**config.mk**
```make
export PLATFORM = sky130hd
export DESIGN_NAME = sram_controller_flat
export DESIGN_NICKNAME = d
export VERILOG_FILES = /design/src/rtl/sram_controller_pkg.sv /design/src/rtl/sram_controller_if.sv /design/src/rtl/sram_controller.sv /design/src/flat_wrapper.sv
export SDC_FILE = /design/constraint.sdc
export NUM_CORES = 1
export LEC_CHECK = 0
export ABC_AREA = 1
export ABC_CLOCK_PERIOD_IN_PS = 3900
export CELL_PAD_IN_SITES_DETAIL_PLACEMENT = 1
export CELL_PAD_IN_SITES_GLOBAL_PLACEMENT = 1
export CORE_MARGIN = 2
export CORE_UTILIZATION = 25
export DETAILED_ROUTE_END_ITERATION = 7
export DONT_BUFFER_PORTS = 1
export PLACE_DENSITY_LB_ADDON = 0.1
export SLEW_MARGIN = 30
export SYNTH_ARGS = -nofsm -noshare
export SYNTH_HDL_FRONTEND = slang
export SYNTH_SLANG_ARGS = --single-unit
```
**constraint.sdc**
```tcl
create_clock -name clk -period 3.9 [get_ports clk]
set_input_delay 0.78 -clock clk [delete_from_list [all_inputs] [get_ports clk]]
set_output_delay 0.78 -clock clk [all_outputs]
set_load 0.02 [all_outputs]
```
**src/rtl/sram_controller_pkg.sv**
```systemverilog
// Shared definitions for the multi-cycle data-memory responder.
// Holds the controller state encoding, the default byte address of
// SRAM word 0 and the word/halfword widths used on both sides of it.
package sram_controller_pkg;

  localparam int unsigned WORD_W        = 32;
  localparam int unsigned HALF_W        = 16;
  localparam int unsigned DEF_BASE_ADDR = 1024;

  typedef enum logic [2:0] {
    IDLE,
    RD_LO,
    RD_HI,
    WR_LO,
    WR_HI,
    DONE
  } mem_state_t;

endpackage

```
**src/rtl/sram_controller_if.sv**
```systemverilog
// Pipeline-side memory request bus between the EX/MEM stage and the
// SRAM controller.
//   MEM_R_EN / MEM_W_EN : read / write request
//   ALUOut              : byte address
//   RMVal               : write data
//   ready               : high when no access is pending (pipeline may advance)
//   dataMemOut          : read data, held until the next read completes
// master = pipeline side, slave = controller side.
interface sram_controller_if;
  import sram_controller_pkg::*;

  logic              MEM_R_EN;
  logic              MEM_W_EN;
  logic [WORD_W-1:0] ALUOut;
  logic [WORD_W-1:0] RMVal;
  logic              ready;
  logic [WORD_W-1:0] dataMemOut;

  modport master (
    output MEM_R_EN, MEM_W_EN, ALUOut, RMVal,
    input  ready, dataMemOut
  );

  modport slave (
    input  MEM_R_EN, MEM_W_EN, ALUOut, RMVal,
    output ready, dataMemOut
  );

endinterface

```
**src/rtl/sram_controller.sv**
```systemverilog
// Multi-cycle data-memory responder: serves 32-bit pipeline reads and
// writes over a 16-bit external SRAM as two halfword accesses (low half
// first), each lasting WAIT_CYCLES clocks. `ready` is low while a request
// is in progress so the pipeline can freeze.
// Ports:
//   clk        : clock, rising edge
//   rst        : asynchronous active-low reset
//   bus        : pipeline request bus (slave side)
//   sram_addr  : SRAM halfword address {word_index, half}
//   sram_dq_o  : write data to SRAM
//   sram_dq_oe : data driver enable (tristate built at top level)
//   sram_dq_i  : read data from SRAM
//   sram_we_n  : active-low write strobe
module sram_controller
  import sram_controller_pkg::*;
#(
  parameter int unsigned BASE_ADDR   = DEF_BASE_ADDR,
  parameter int unsigned SRAM_AW     = 18,
  parameter int unsigned WAIT_CYCLES = 2
) (
  input  logic                clk,
  input  logic                rst,
  sram_controller_if.slave    bus,
  output logic [SRAM_AW-1:0]  sram_addr,
  output logic [HALF_W-1:0]   sram_dq_o,
  output logic                sram_dq_oe,
  input  logic [HALF_W-1:0]   sram_dq_i,
  output logic                sram_we_n
);

  localparam int unsigned CW = (WAIT_CYCLES > 1) ? $clog2(WAIT_CYCLES) : 1;

  mem_state_t          state, state_nxt;
  logic [CW-1:0]       cnt;
  logic                last;
  logic                req;
  logic [WORD_W-1:0]   offset;
  logic [SRAM_AW-2:0]  word_idx;
  logic [SRAM_AW-2:0]  word_lat;
  logic [WORD_W-1:0]   wdata_lat;
  logic [HALF_W-1:0]   cap_lo;
  logic [WORD_W-1:0]   rdata;
  logic                unused_bits;

  assign req      = bus.MEM_R_EN | bus.MEM_W_EN;
  assign last     = (cnt == CW'(WAIT_CYCLES - 1));
  assign offset   = bus.ALUOut - WORD_W'(BASE_ADDR);
  // Byte lane bits and address bits above the SRAM are dropped: out-of-range
  // addresses wrap silently.
  assign word_idx = offset[SRAM_AW:2];
  assign unused_bits = ^{offset[WORD_W-1:SRAM_AW+1], offset[1:0]};

  assign bus.dataMemOut = rdata;

  always_ff @(posedge clk or negedge rst) begin
    if (!rst) state <= IDLE;
    else      state <= state_nxt;
  end

  always_comb begin
    state_nxt  = state;
    sram_addr  = '0;
    sram_dq_o  = '0;
    sram_dq_oe = 1'b0;
    sram_we_n  = 1'b1;
    bus.ready  = 1'b0;
    unique case (state)
      IDLE: begin
        bus.ready = !req;
        if (bus.MEM_W_EN)      state_nxt = WR_LO;
        else if (bus.MEM_R_EN) state_nxt = RD_LO;
      end
      RD_LO: begin
        sram_addr = {word_lat, 1'b0};
        if (last) state_nxt = RD_HI;
      end
      RD_HI: begin
        sram_addr = {word_lat, 1'b1};
        if (last) state_nxt = DONE;
      end
      WR_LO: begin
        sram_addr  = {word_lat, 1'b0};
        sram_dq_o  = wdata_lat[HALF_W-1:0];
        sram_dq_oe = 1'b1;
        // Strobe released on the last cycle so the write ends on its rising
        // edge while address and data are still held.
        sram_we_n  = last;
        if (last) state_nxt = WR_HI;
      end
      WR_HI: begin
        sram_addr  = {word_lat, 1'b1};
        sram_dq_o  = wdata_lat[WORD_W-1:HALF_W];
        sram_dq_oe = 1'b1;
        sram_we_n  = last;
        if (last) state_nxt = DONE;
      end
      DONE: begin
        bus.ready = 1'b1;
        state_nxt = IDLE;
      end
      default: state_nxt = IDLE;
    endcase
  end

  always_ff @(posedge clk or negedge rst) begin
    if (!rst) begin
      cnt       <= '0;
      word_lat  <= '0;
      wdata_lat <= '0;
      cap_lo    <= '0;
      rdata     <= '0;
    end else begin
      // Counter restarts on every state entry; it idles at zero in IDLE.
      if (state_nxt != state || state == IDLE) cnt <= '0;
      else                                     cnt <= cnt + CW'(1);

      if (state == IDLE && req) begin
        word_lat <= word_idx;
        if (bus.MEM_W_EN) wdata_lat <= bus.RMVal;
      end

      if (state == RD_LO && last) cap_lo <= sram_dq_i;
      // The high half goes straight into the output together with the
      // captured low half, so data is valid in the DONE cycle.
      if (state == RD_HI && last) rdata <= {sram_dq_i, cap_lo};
    end
  end

endmodule

```
**src/flat_wrapper.sv**
```systemverilog
// flat-port wrapper written by rule: the top's interface ports become plain ports
module sram_controller_flat import sram_controller_pkg::*;
#(
  parameter int unsigned BASE_ADDR   = DEF_BASE_ADDR,
  parameter int unsigned SRAM_AW     = 18,
  parameter int unsigned WAIT_CYCLES = 2
)
  (clk, rst, sram_addr, sram_dq_o, sram_dq_oe, sram_dq_i, sram_we_n, bus_MEM_R_EN, bus_MEM_W_EN, bus_ALUOut, bus_RMVal, bus_ready, bus_dataMemOut);
  sram_controller_if bus_i ();
  input  logic clk;
  input  logic rst;
  output logic [SRAM_AW-1:0] sram_addr;
  output logic [HALF_W-1:0] sram_dq_o;
  output logic sram_dq_oe;
  input  logic [HALF_W-1:0] sram_dq_i;
  output logic sram_we_n;
  input wire logic [$bits(bus_i.MEM_R_EN)-1:0] bus_MEM_R_EN;
  input wire logic [$bits(bus_i.MEM_W_EN)-1:0] bus_MEM_W_EN;
  input wire logic [$bits(bus_i.ALUOut)-1:0] bus_ALUOut;
  input wire logic [$bits(bus_i.RMVal)-1:0] bus_RMVal;
  output wire logic [$bits(bus_i.ready)-1:0] bus_ready;
  output wire logic [$bits(bus_i.dataMemOut)-1:0] bus_dataMemOut;
  assign bus_i.MEM_R_EN = bus_MEM_R_EN;
  assign bus_i.MEM_W_EN = bus_MEM_W_EN;
  assign bus_i.ALUOut = bus_ALUOut;
  assign bus_i.RMVal = bus_RMVal;
  assign bus_ready = bus_i.ready;
  assign bus_dataMemOut = bus_i.dataMemOut;
  sram_controller #(.BASE_ADDR(BASE_ADDR), .SRAM_AW(SRAM_AW), .WAIT_CYCLES(WAIT_CYCLES)) u_core (.clk(clk), .rst(rst), .bus(bus_i), .sram_addr(sram_addr), .sram_dq_o(sram_dq_o), .sram_dq_oe(sram_dq_oe), .sram_dq_i(sram_dq_i), .sram_we_n(sram_we_n));
endmodule
```
======== Word-level counts from Yosys, hierarchy flattened ========
Index checks and enable logic that the tools add are counted.
word-level totals
  register bits ........................... 101
  output and inout bits ................... 69
  logic and storage cells ................. 37
operators by class
  $add $sub $neg .......................... 2
  equal/unequal tests ..................... 6
  mux-type cells .......................... 12
  bitwise gates (word level) .............. 1
  reductions and logical operators ........ 10
operator list
  operator                                             count
  case mux 18 bit (2 select lines)                     1
  case mux 16 bit (2 select lines)                     1
  subtractor 19 x 11 -> 19 bit, second input constant  1
  2-to-1 mux 3 bit                                     5
  case mux 3 bit (4 select lines)                      1
  == test 3 x 2 -> 1 bit, second input constant        2
  == test 3 bit, second input constant                 2
  OR reduction 2 bit                                   3
  == test 3 x 1 -> 1 bit, second input constant        1
  logical AND 1 bit                                    3
  zero test 3 bit                                      1
  2-to-1 mux 1 bit                                     3
  != test 3 bit                                        1
  case mux 1 bit (2 select lines)                      1
  AND reduction 2 bit                                  1
  adder 1 bit, second input constant                   1
  zero test 1 bit                                      1
  logical OR 1 bit                                     1
  bitwise OR 1 bit                                     1

======== Longest topological paths before layout ========
  depth in word-level cells ............... 6
  depth in mapped cells ................... 9

======== Worst setup path before layout ========
No wires, ideal clock.
  path type ............................... input -> output
  start ................................... input port bus_MEM_W_EN
  end ..................................... output port bus_ready
  data arrival time ....................... 1.451 ns
  setup slack ............................. 1.669 ns
  cell stages on the path ................. 3
  path buffers ............................ 0
  cells stage by stage .................... inv_1 nand2_1 o21ai_0
on the way
  cells in the longest elaborated chain, start to end .. 3
RTL lines
  what                             RTL line               source
  start, declared                  flat_wrapper.sv:18     input wire logic [$bits(bus_i.MEM_W_EN)-1:0] bus_MEM_W_EN;
  bitwise OR 1 bit                 sram_controller.sv:45  assign req = bus.MEM_R_EN | bus.MEM_W_EN;
  zero test 1 bit                  sram_controller.sv:69  bus.ready = !req;
  case mux 1 bit (2 select lines)  sram_controller.sv:67  unique case (state)
  end, declared                    flat_wrapper.sv:21     output wire logic [$bits(bus_i.ready)-1:0] bus_ready;
Every way passes these cells.

======== Worst setup path after layout ========
  start ................................... register u_core.state[0]
  end ..................................... output port sram_dq_o[2]
on the way
  cells in the longest elaborated chain, start to end .. 2
  elaborated cells on any way between the ends .. 3
  those cells by class .................... eq/ne: 2; mux: 1
RTL lines
  what                                                            RTL line               source
  start, declared                                                 sram_controller.sv:33  mem_state_t state, state_nxt;
  start signal, assigned                                          sram_controller.sv:57  else state <= state_nxt;
  == test 3 bit / == test 3 x 2 -> 1 bit (equally long branches)  sram_controller.sv:67
  case mux 16 bit (2 select lines) *                              sram_controller.sv:67
  end, declared                                                   flat_wrapper.sv:13     output logic [HALF_W-1:0] sram_dq_o;
Mark *: on every way between the ends. The rest lies on a longest branch, timed or not.

==> impl_summary.txt <==
----------------------------------------------------
[Floorplanning]
  Overall die area ... 18500 um2
  Starting density of the core ... 0.253
  Core area ... 17200 um2
  Num ports ... 153
  Die X ... 136 um
  Die Height ... 136 um
  Number of placement rows ... 48

[Pwr]
  Share of total power consumed by net switching ... 0.439
  Peak VDD IR ... 0.000257 V
  Leakage ... 2.46 nW
  Internal ... 0.00237 W
  Power spent charging and discharging nets ... 0.00185 W
  Part of the total power dissipated in the clock network ... 0.198
  Ratio of total power to cell area ... 880 nW/um2
  Sequential share of power ... 0.483
  Relative contribution of combinational cells to total power ... 0.319

[Min path]
  Hold WC Path Type ... input port to async pin

[STA]
  Count of endpoints failing hold in the final timing report ... 0
  Final Hold Slack ... 120 ps
  Sum of negative setup slack ... 0 ps
  Transition at the pin with the smallest max-transition slack ... 809 ps
  Endpoints failing setup ... 0
  Setup repair after global routing missed its margin ... false
  Peak clock frequency supported by timing ... 351 MHz
  Skew final ... 7.47 ps
  Pins over their slew limit ... 0
  Period utilization ... 0.730
  Final WS setup ... 1050 ps
  Clock period minus final worst setup slack ... 2850 ps
  Worst relative slew slack ... 0.459

[Synth]
  Mapped cell area ... 4350 um2
  Adder-cell share of the synthesized area ... 0.00287
  Commonest register cell after synthesis ... dfrtp_1
  Number of synthesis warnings ... 0
  Largest family of logic cells by synthesized area ... simple AND/OR/NAND/NOR gates
  Fraction of registers with async set/reset ... 1.00
  Synthesis-stage register bit count ... 101
  Post-Syn Area per Cell ... 8.49 um2
  Number of distinct library cells after synthesis ... 23
  Post-synthesis net count ... 598
  Synthesized instance count ... 513
  Compound-Gate Fraction of Synth Area ... 0.114
  Synth top area share ... 0.581
  Synth cell count leaders ... nand2_1 (185), dfrtp_1 (101), inv_1 (63)
  Xor/xnor share of the synthesized area ... 0.00201
  Sequential share of the synthesized area ... 0.581
  EDFF count, synth ... 0
  Synth Area in Simple Gates ... 0.214
  Mux contribution to synthesized area ... 0
  Cell type with the largest total area after synthesis ... dfrtp_1
  Cell types with the largest area share after synthesis ... dfrtp_1 (58%), nand2_1 (16%), inv_1 (5.4%)
  Most frequent cell after synthesis ... nand2_1

[Outcome]
  Result of the run ... finished clean

[Finish]
  Net total in the final layout ... 589
  Area delta synth->final ... 10.3%
  Antenna diode count ... 0
  Share of final-layout standard cells stronger than drive strength 1 ... 0.0589
  Number of filler instances in the final layout ... 2061
  Final Instance Count excl. Fillers ... 734

[Clock tree]
  Insertion delay of the later-clocked pin in the worst-skew pair ... 350 ps
  Number of buffers between clock root and the deepest sink ... 2
  CTS H-tree depth ... 3
  Post-CTS Setup Bufs ... 0
  CTS tree ... yes
  CTS Hold Bufs ... 0
  Clock Root Buffer ... clkbuf_16
  CTS sink cnt ... 101
  Number of clock buffers inserted by TritonCTS ... 9
  CTS resizes ... 0
  Clock transition at path regs ... 70 ps

[Route]
  Via-to-Cell Ratio ... 4.44
  Routed Antenna Nets ... 0
  Number of iterations in the first detailed-routing pass ... 4
  DRC viols ... 0
  Detailed-route via count ... 3260
  DRC marker count from the first detailed-route iteration ... 86
  Final wirelength ... 11100 um
  Routed wire length per instance ... 15.2 um

[Critical path]
  CP Data Arrival Time ... 2070 ps
  Kind of launch point of the worst setup path ... flop
  Register-to-Register Setup Slack ... 1640 ps
  CP endpoint kind ... output pin
  Top fanout value on the critical path ... 16
  Kind of critical path ... flop to output pin
  Worst path required time ... 3120 ps
  Reg2reg path depth ... 6
  R2r endpoint ... u_core.wdata_lat[3]
  RR Startpoint ... u_core.state[0]

[Global route]
  Number of global-route vias before repair ... 3340
  Antenna violations before repair ... 0
  Largest net degree at the start of global routing ... 102
  Overall Global Routing Usage ... 0.123
  First-pass GRT wire length ... 17700 um
  Congestion Overflow GR ... 0

[Placed design]
  Total placed cells including tap cells ... 718
  Half-perimeter wire length of the detailed placement result ... 7460 um
  Worst-case setup slack after placement ... 1350 ps
  Final RePlAce weighted congestion ... 0.725
  Port Buf Inserts ... 0

[Flow run]
  Max-cap viol count ... 0

----------------------------------------------------
-- sequential cells by signal, summed over array words and instances, names as in the netlist --
signal,cells
u_core.bus.dataMemOut,32
u_core.wdata_lat,32
u_core.word_lat,17
u_core.cap_lo,16
u_core.state,3
u_core.cnt,1
-- cell type report --
type / instances / area, um2 / area share
clock buffers: 11 / 233 / 0.0485
clock inverters: 5 / 37.5 / 0.00782
inverters: 69 / 259 / 0.0540
multi-input cells: 321 / 1450 / 0.301
flip-flops and latches: 101 / 2530 / 0.527
well taps: 225 / 282 / 0.0587
repair buffers: 2 / 15.0 / 0.00313
-- through the flow --
stage / area [um2] / util / total power [W]
3_3_place_gp: 4530 / 0.264 / 0.00338
2_1_floorplan: 4350 / - / 0.00313
6_report: 4800 / 0.279 / 0.00422
4_1_cts: 4800 / 0.279 / 0.00432
3_5_place_dp: 4530 / 0.264 / 0.00345
5_1_grt: 4800 / 0.279 / 0.00459
-- worst max path at each step --
stage / start / to / cells after the start
2_1_floorplan: bus_MEM_W_EN / bus_ready / 3
3_3_place_gp: u_core.state[0] / sram_dq_o[2] / 4
3_5_place_dp: u_core.state[0] / sram_dq_o[2] / 4
4_1_cts: u_core.state[0] / sram_dq_o[2] / 4
5_1_grt: u_core.state[0] / sram_dq_o[2] / 4
6_report: u_core.state[0] / sram_dq_o[2] / 4
-- placed cells by master (no fill, tap or decap) --
cell        synthesis  routed
xnor2_1             1       1
a21oi_4             1       1
inv_1              63      63
o21ai_0            28      28
o22ai_1             1       1
clkbuf_16           0       9
dfrtp_1           101     101
clkinv_2            0       1
o21ai_1            37      37
nor2_1             31      31
nand2_1           185     185
a31oi_1             1       1
clkbuf_1            5       2
nand3_2             1       1
buf_4               4       2
nor2_2              1       1
a22o_1             16      16
nand4_1             2       2
nand2_2             3       3
clkinvlp_4          0       2
nand3_1            10      10
inv_2               6       6
ha_1                1       1
clkinv_4            0       2
nor2_4              2       2
-- power groups by stage --
stage / Clock (W) / Combinational [W] / Sequential, W
floorplan: 0 / 0.00117 / 0.00196
global placement: 0 / 0.00134 / 0.00205
detailed placement: 0 / 0.00138 / 0.00207
CTS: 0.000885 / 0.00139 / 0.00205
global route: 0.000920 / 0.00156 / 0.00211
finish: 0.000837 / 0.00135 / 0.00204
-- layer usage --
layer,GRT usage,share of wire,wire length [um],up-vias
met1,0.151,0.45,4990,1595
li1,-,-,-,1568
met4,0.0538,0.019,212,0
met3,0.0391,0.067,750,12
met2,0.198,0.47,5190,85
met5,0,0,0,-
-- worst max-delay path, stage by stage, from the launching register on --
cell and delay, ps:
dfrtp_1 500, nor2_4 190, nand2_1 130, inv_1 510
a22o_1 380
-- logic make-up after synthesis --
family / count (synthesis)
adder cells (fa/ha/maj): 1
AO/OA/AOI/OAI: 84
flip-flops: 101
AND/OR/NAND/NOR: 235
buffers and inverters: 91
XOR/XNOR: 1
Note: power is estimated with default switching activity, not from simulation.
